===== config.mk =====
export PLATFORM = sky130hd
export DESIGN_NAME = vector_fixed_converter
export DESIGN_NICKNAME = d
export VERILOG_FILES = /design/src/rtl/vector_fixed_converter.sv
export SDC_FILE = /design/constraint.sdc
export NUM_CORES = 1
export LEC_CHECK = 0
export ABC_CLOCK_PERIOD_IN_PS = 9600
export CORE_ASPECT_RATIO = 0.8
export CORE_MARGIN = 4
export CORE_UTILIZATION = 58
export CTS_CLUSTER_SIZE = 16
export DETAILED_ROUTE_END_ITERATION = 10
export GPL_TIMING_DRIVEN = 0
export PLACE_DENSITY = 0.95
export SETUP_SLACK_MARGIN = 0.1
export SYNTH_ARGS = -nofsm -noshare
export SYNTH_HDL_FRONTEND = slang
export SYNTH_SLANG_ARGS = --single-unit

===== constraint.sdc =====
create_clock -name clock -period 9.6 [get_ports clock]
set_clock_uncertainty 0.15 [all_clocks]
set_input_delay 0.96 -clock clock [delete_from_list [all_inputs] [get_ports clock]]
set_output_delay 0.96 -clock clock [all_outputs]
set_load 0.05 [all_outputs]

===== src/rtl/vector_fixed_converter.sv =====
// Converts four bfloat16 lanes to signed 16-bit fixed point, one lane per clock.
// Define VECTOR_FIXED_SAT_EN to saturate on overflow; otherwise results wrap.
module vector_fixed_converter #(
  parameter int FRAC_BITS = 8
) (
  input  logic        clock,
  input  logic        reset,
  input  logic [63:0] in_vector_val,
  input  logic        in_valid,
  output logic        in_ready,
  output logic [63:0] out_vector_val,
  output logic        out_valid,
  input  logic        out_ready,
  output logic [3:0]  out_ovf
);

  typedef enum logic [1:0] {
    IDLE = 2'd0,
    CONV = 2'd1,
    DONE = 2'd2
  } state_t;

  // Shift amount k = exponent - 134 + FRAC_BITS, folded into one constant bias.
  localparam logic signed [9:0] K_BIAS = 10'(134 - FRAC_BITS);

  state_t      r_state;
  state_t      w_nextState;
  logic [1:0]  r_lane;
  logic [63:0] r_capture;
  logic [63:0] r_result;
  logic [3:0]  r_ovf;

  logic [15:0]       w_laneIn;
  logic              w_sign;
  logic [7:0]        w_expo;
  logic [7:0]        w_mant;
  logic signed [9:0] w_shift;
  logic [9:0]        w_rshAmt;
  logic [31:0]       w_mag;
  logic              w_bigShift;
  logic              w_magOvf;
  logic [15:0]       w_wrap;
  logic [15:0]       w_laneOut;
  logic              w_laneOvf;

  assign w_laneIn = r_capture[{r_lane, 4'b0000} +: 16];
  assign w_sign   = w_laneIn[15];
  assign w_expo   = w_laneIn[14:7];
  assign w_mant   = {1'b1, w_laneIn[6:0]};
  assign w_shift  = $signed({2'b00, w_expo}) - K_BIAS;

  // Left shifts of 16+ always overflow and leave zero in the low 16 bits.
  always_comb begin
    w_mag      = '0;
    w_bigShift = 1'b0;
    w_rshAmt   = '0;
    if (w_shift >= 10'sd0) begin
      if (w_shift > 10'sd15) begin
        w_bigShift = 1'b1;
      end else begin
        w_mag = {24'd0, w_mant} << w_shift[3:0];
      end
    end else begin
      w_rshAmt = 10'(-w_shift);
      if (w_rshAmt < 10'd16) begin
        w_mag = {24'd0, w_mant} >> w_rshAmt[3:0];
      end
    end
  end

  // Negative results may reach 32768 in magnitude without overflowing.
  assign w_magOvf = w_bigShift | (w_sign ? (w_mag > 32'd32768) : (w_mag > 32'd32767));
  assign w_wrap   = w_sign ? (~w_mag[15:0] + 16'd1) : w_mag[15:0];

  always_comb begin
    w_laneOut = '0;
    w_laneOvf = 1'b0;
    if (w_expo == 8'd0) begin
      w_laneOut = '0;
      w_laneOvf = 1'b0;
    end else if (w_expo == 8'hFF) begin
      w_laneOvf = 1'b1;
`ifdef VECTOR_FIXED_SAT_EN
      w_laneOut = w_sign ? 16'h8000 : 16'h7FFF;
`else
      w_laneOut = '0;
`endif
    end else begin
      w_laneOvf = w_magOvf;
`ifdef VECTOR_FIXED_SAT_EN
      w_laneOut = w_magOvf ? (w_sign ? 16'h8000 : 16'h7FFF) : w_wrap;
`else
      w_laneOut = w_wrap;
`endif
    end
  end

  always_ff @(posedge clock or posedge reset) begin
    if (reset) begin
      r_state <= IDLE;
    end else begin
      r_state <= w_nextState;
    end
  end

  // Outputs are gated by DONE so partially converted vectors never appear.
  always_comb begin
    w_nextState    = r_state;
    in_ready       = 1'b0;
    out_valid      = 1'b0;
    out_vector_val = '0;
    out_ovf        = '0;
    case (r_state)
      IDLE: begin
        in_ready = 1'b1;
        if (in_valid) begin
          w_nextState = CONV;
        end
      end
      CONV: begin
        if (r_lane == 2'd3) begin
          w_nextState = DONE;
        end
      end
      DONE: begin
        out_valid      = 1'b1;
        out_vector_val = r_result;
        out_ovf        = r_ovf;
        if (out_ready) begin
          w_nextState = IDLE;
        end
      end
      default: begin
        w_nextState = IDLE;
      end
    endcase
  end

  always_ff @(posedge clock or posedge reset) begin
    if (reset) begin
      r_capture <= '0;
      r_lane    <= '0;
      r_result  <= '0;
      r_ovf     <= '0;
    end else begin
      case (r_state)
        IDLE: begin
          if (in_valid) begin
            r_capture <= in_vector_val;
            r_lane    <= '0;
            r_result  <= '0;
            r_ovf     <= '0;
          end
        end
        CONV: begin
          r_result[{r_lane, 4'b0000} +: 16] <= w_laneOut;
          r_ovf[r_lane]                     <= w_laneOvf;
          r_lane                            <= r_lane + 2'd1;
        end
        default: begin
        end
      endcase
    end
  end

endmodule

==> flow_summary.json <==
{
  "outcome": "complete, no violations",
  "hold_ws_ns": 0.320,
  "layout.nets": 1113,
  "first_pass_iters": 5,
  "p_clk_frac": 0.170,
  "area_delta_synth_final_pct": 29.0,
  "synthCells": 876,
  "synth_xor_area_frac": 0.0223,
  "synth_adder_area_share": 0.0195,
  "muxShareOfSynthArea": 0.0692,
  "relSlewSlack": 0.233,
  "power.density_nw_per_um2": 403,
  "tns_ns": 0,
  "p_leak_uw": 0.00437,
  "cp-endpoint": "r_result[53]",
  "synthFlopType": "dfrtp_1",
  "crit_top_cell": "clkbuf_1",
  "swShare": 0.502,
  "multiInputGateArea_sq_um": 4010,
  "dpl.hpwl_microns": 16800,
  "post_cts_resized": 0,
  "cp.arrival_ns": 5.69,
  "clk_pin_slew_worst_paths_ns": 0.06,
  "regArea_sq_um": 3400,
  "routed_via_density": 6.14,
  "grt_antenna_before_repair": 0,
  "cts_root_buf": "clkbuf_16",
  "internal-power_uw": 1990,
  "cts_sinks": 136,
  "p_seq_frac": 0.215,
  "worstPathMaxFanout": 13,
  "postCtsHoldBufs": 0,
  "synth_enable_flop_cells": 0,
  "rows": 37,
  "grt_max_degree": 105,
  "post-route-period-util": 0.570,
  "cp_cell_sequence": "buf_6, mux4_2, clkbuf_1, clkbuf_1, ha_1, clkbuf_1, inv_1, xnor2_2, xnor2_1, nand2_1, a211o_1, nor2_1, a21boi_0, nor2b_1, o31ai_2, a22o_1",
  "drc": 0,
  "max_freq_mhz": 183,
  "cp.depth": 16,
  "netlist_area_sq_um": 7690,
  "ys_ff_latch": 136,
  "critical_path.top_delay_family": "buffers and inverters",
  "dieArea_sq_um": 15200,
  "critPathLaunchType": "register",
  "routed_wl_microns": 24000,
  "grt_use_total": 0.323,
  "synth-simple-area-share": 0.263,
  "cts_tree": "done",
  "synthArstFlopShare": 1.00,
  "syn_avg_cell_area_sq_um": 8.78,
  "dieWidth_microns": 137,
  "initial_core_util": 0.595,
  "r2r-start": "r_lane[0]",
  "synth-compound-area-share": 0.148,
  "crit_start": "r_lane[0]",
  "crit_path_max_incr_delay_ns": 0.54,
  "worstMarginPinSlew_ns": 1.14,
  "wl_per_cell_microns": 19.6,
  "vias": 7500,
  "reg2reg_slack_ns": 4.13,
  "worst-path-buf-inv": 5,
  "cts_setup_buffers": 0,
  "io_buffers": 137,
  "io_pins": 138,
  "finalHoldViolations": 0,
  "cp_data_required_time_ns": 9.82,
  "finalSetupViolCount": 0,
  "overflow": 0,
  "grt_pass1_vias": 7389,
  "coreArea_sq_um": 12900,
  "fin_crit_ns": 5.47,
  "cts_buffers": 17,
  "gp_congestion": 0.959,
  "chipHeight_microns": 111,
  "nFillCells": 834,
  "peakVddDrop_mv": 0.216,
  "cts_buffer_depth": 2,
  "drive_gt1_frac": 0.0793,
  "synth_nets": 956,
  "clkLatencyLatePin_ns": 0.44,
  "yosysUniqueCellTypes": 64,
  "ant_nets": 0,
  "num_antenna_cells": 0,
  "yosys_warnings": 0,
  "rsz0062_at_grt": "false",
  "grt_pass1_wl_microns": 38300,
  "min_path_type": "register to register",
  "timing.rr.end": "r_result[53]",
  "drv_slew": 0,
  "synth-seq-area-share": 0.443,
  "path_class": "register to register",
  "power.switching_uw": 2010,
  "worst_path_max_delay_cell": "clkbuf_1",
  "htreeDepth": 4,
  "reg2reg_depth": 16,
  "synth_top_family_by_area": "simple AND/OR/NAND/NOR gates",
  "first_iter_violations": 782,
  "worstSetupEndpointType": "register",
  "power_frac_comb": 0.615,
  "drv_cap": 0
}
## cell families (layout without fill, tap and decap cells)
logic type / Yosys count / in the layout
and+or+nand+nor: 446 / 446
AOI/OAI and AO/OA: 166 / 166
DFF: 136 / 136
buffers and inverters: 66 / 236
muxes: 33 / 33
xor gates and xnor gates: 17 / 17
adders and majority gates: 12 / 12
## sequential cells by signal, indices dropped and copies added (netlist names)
register   cells
r_capture     64
r_ovf          4
r_state        2
r_result      64
r_lane         2
## per-stage QoR
stage          utilization  total power (uW)  worst slack (ns)  cells  instance area, sq um
3_3_place_gp         0.718              3130              3.18   1188                  9280
6_report             0.768              3990              4.13   1221                  9920
3_5_place_dp         0.721              3180              4.40   1189                  9310
2_1_floorplan            -              2560              4.85    876                  7690
4_1_cts              0.768              3890              4.32   1221                  9920
5_1_grt              0.768              4220              3.85   1221                  9920
## how the worst min path moves through the flow
stage / cells after the start / startpoint / endpoint / slack (ns)
after floorplan: 2 / r_capture[47] / r_capture[47] / 0.29
after global placement: 2 / r_capture[19] / r_capture[19] / 0.30
after detailed placement: 2 / r_capture[49] / r_capture[49] / 0.31
after CTS: 2 / r_capture[47] / r_capture[47] / 0.32
after global routing: 2 / r_result[59] / r_result[59] / 0.34
final: 2 / r_capture[47] / r_capture[47] / 0.32
## area by class of cell
class / count / share of cell area
repair buffers: 138 / 0.141
inverters: 12 / 0.00504
clock buffers: 21 / 0.0474
flip-flops and latches: 136 / 0.343
well taps: 175 / 0.0221
clock inverters: 11 / 0.0140
plain buffers: 54 / 0.0232
multi-input cells: 674 / 0.404
## synth_stat cells (5+ instances only)
| cell type | instances | area [sq um] |
|---|---|---|
| clkbuf_1 | 37 | 139 |
| nand2b_1 | 5 | 31.3 |
| buf_2 | 10 | 50.1 |
| mux2i_1 | 7 | 70.1 |
| buf_1 | 5 | 18.8 |
| a32o_1 | 6 | 60.1 |
| or3_1 | 6 | 37.5 |
| dfrtp_1 | 136 | 3400 |
| mux4_2 | 15 | 338 |
| nand2_1 | 274 | 1030 |
| a32oi_1 | 9 | 78.8 |
| mux2_2 | 11 | 124 |
| o21ai_1 | 24 | 120 |
| nor2b_1 | 9 | 56.3 |
| a22o_1 | 16 | 140 |
| xnor2_1 | 8 | 70.1 |
| xor2_1 | 6 | 52.6 |
| nor2_1 | 28 | 105 |
| and2_1 | 75 | 469 |
| o211ai_1 | 7 | 52.6 |
| inv_1 | 11 | 41.3 |
| a21oi_1 | 18 | 90.1 |
| a31oi_1 | 5 | 31.3 |
| ha_1 | 12 | 150 |
| nor3_1 | 8 | 40.0 |
| and3_1 | 7 | 43.8 |
| nand3_1 | 17 | 85.1 |
| o21ai_0 | 44 | 220 |
## layer usage
layer	GRT usage	routed length (microns)	vias to the layer above
met4	0.130	901	0
met1	0.435	9710	3597
li1	-	-	3313
met3	0.0853	2410	86
met2	0.497	10900	504
met5	0	0	-
## worst register-to-register path: stages (launching register included)
cell and delay (ns):
dfrtp_1 0.41, buf_6 0.17, mux4_2 0.45, clkbuf_1 0.43
clkbuf_1 0.54, ha_1 0.24, clkbuf_1 0.32, inv_1 0.17
xnor2_2 0.44, xnor2_1 0.17, nand2_1 0.07, a211o_1 0.24
nor2_1 0.45, a21boi_0 0.31, nor2b_1 0.22, o31ai_2 0.41
a22o_1 0.20
## layout by cell type, fill, tap and decap left out, types with 7 or more instances in the layout
cell,n
a21oi_1,18
a22o_1,16
a32oi_1,9
and2_1,75
and3_1,7
buf_2,10
clkbuf_1,38
clkbuf_16,17
clkdlybuf4s50_1,137
dfrtp_1,136
ha_1,12
inv_1,10
mux2_2,11
mux2i_1,7
mux4_2,15
nand2_1,274
nand3_1,17
nor2_1,28
nor2b_1,9
nor3_1,8
o211ai_1,7
o21ai_0,44
o21ai_1,24
xnor2_1,8
## power by group through the flow
stage,Clock (uW),Combinational (uW),Sequential [uW]
floorplan,0,1750,814
global placement,0,2290,837
detailed placement,0,2330,850
CTS,673,2370,850
global route,703,2650,869
finish,679,2460,859
Note: power is estimated with default switching activity, not from simulation.
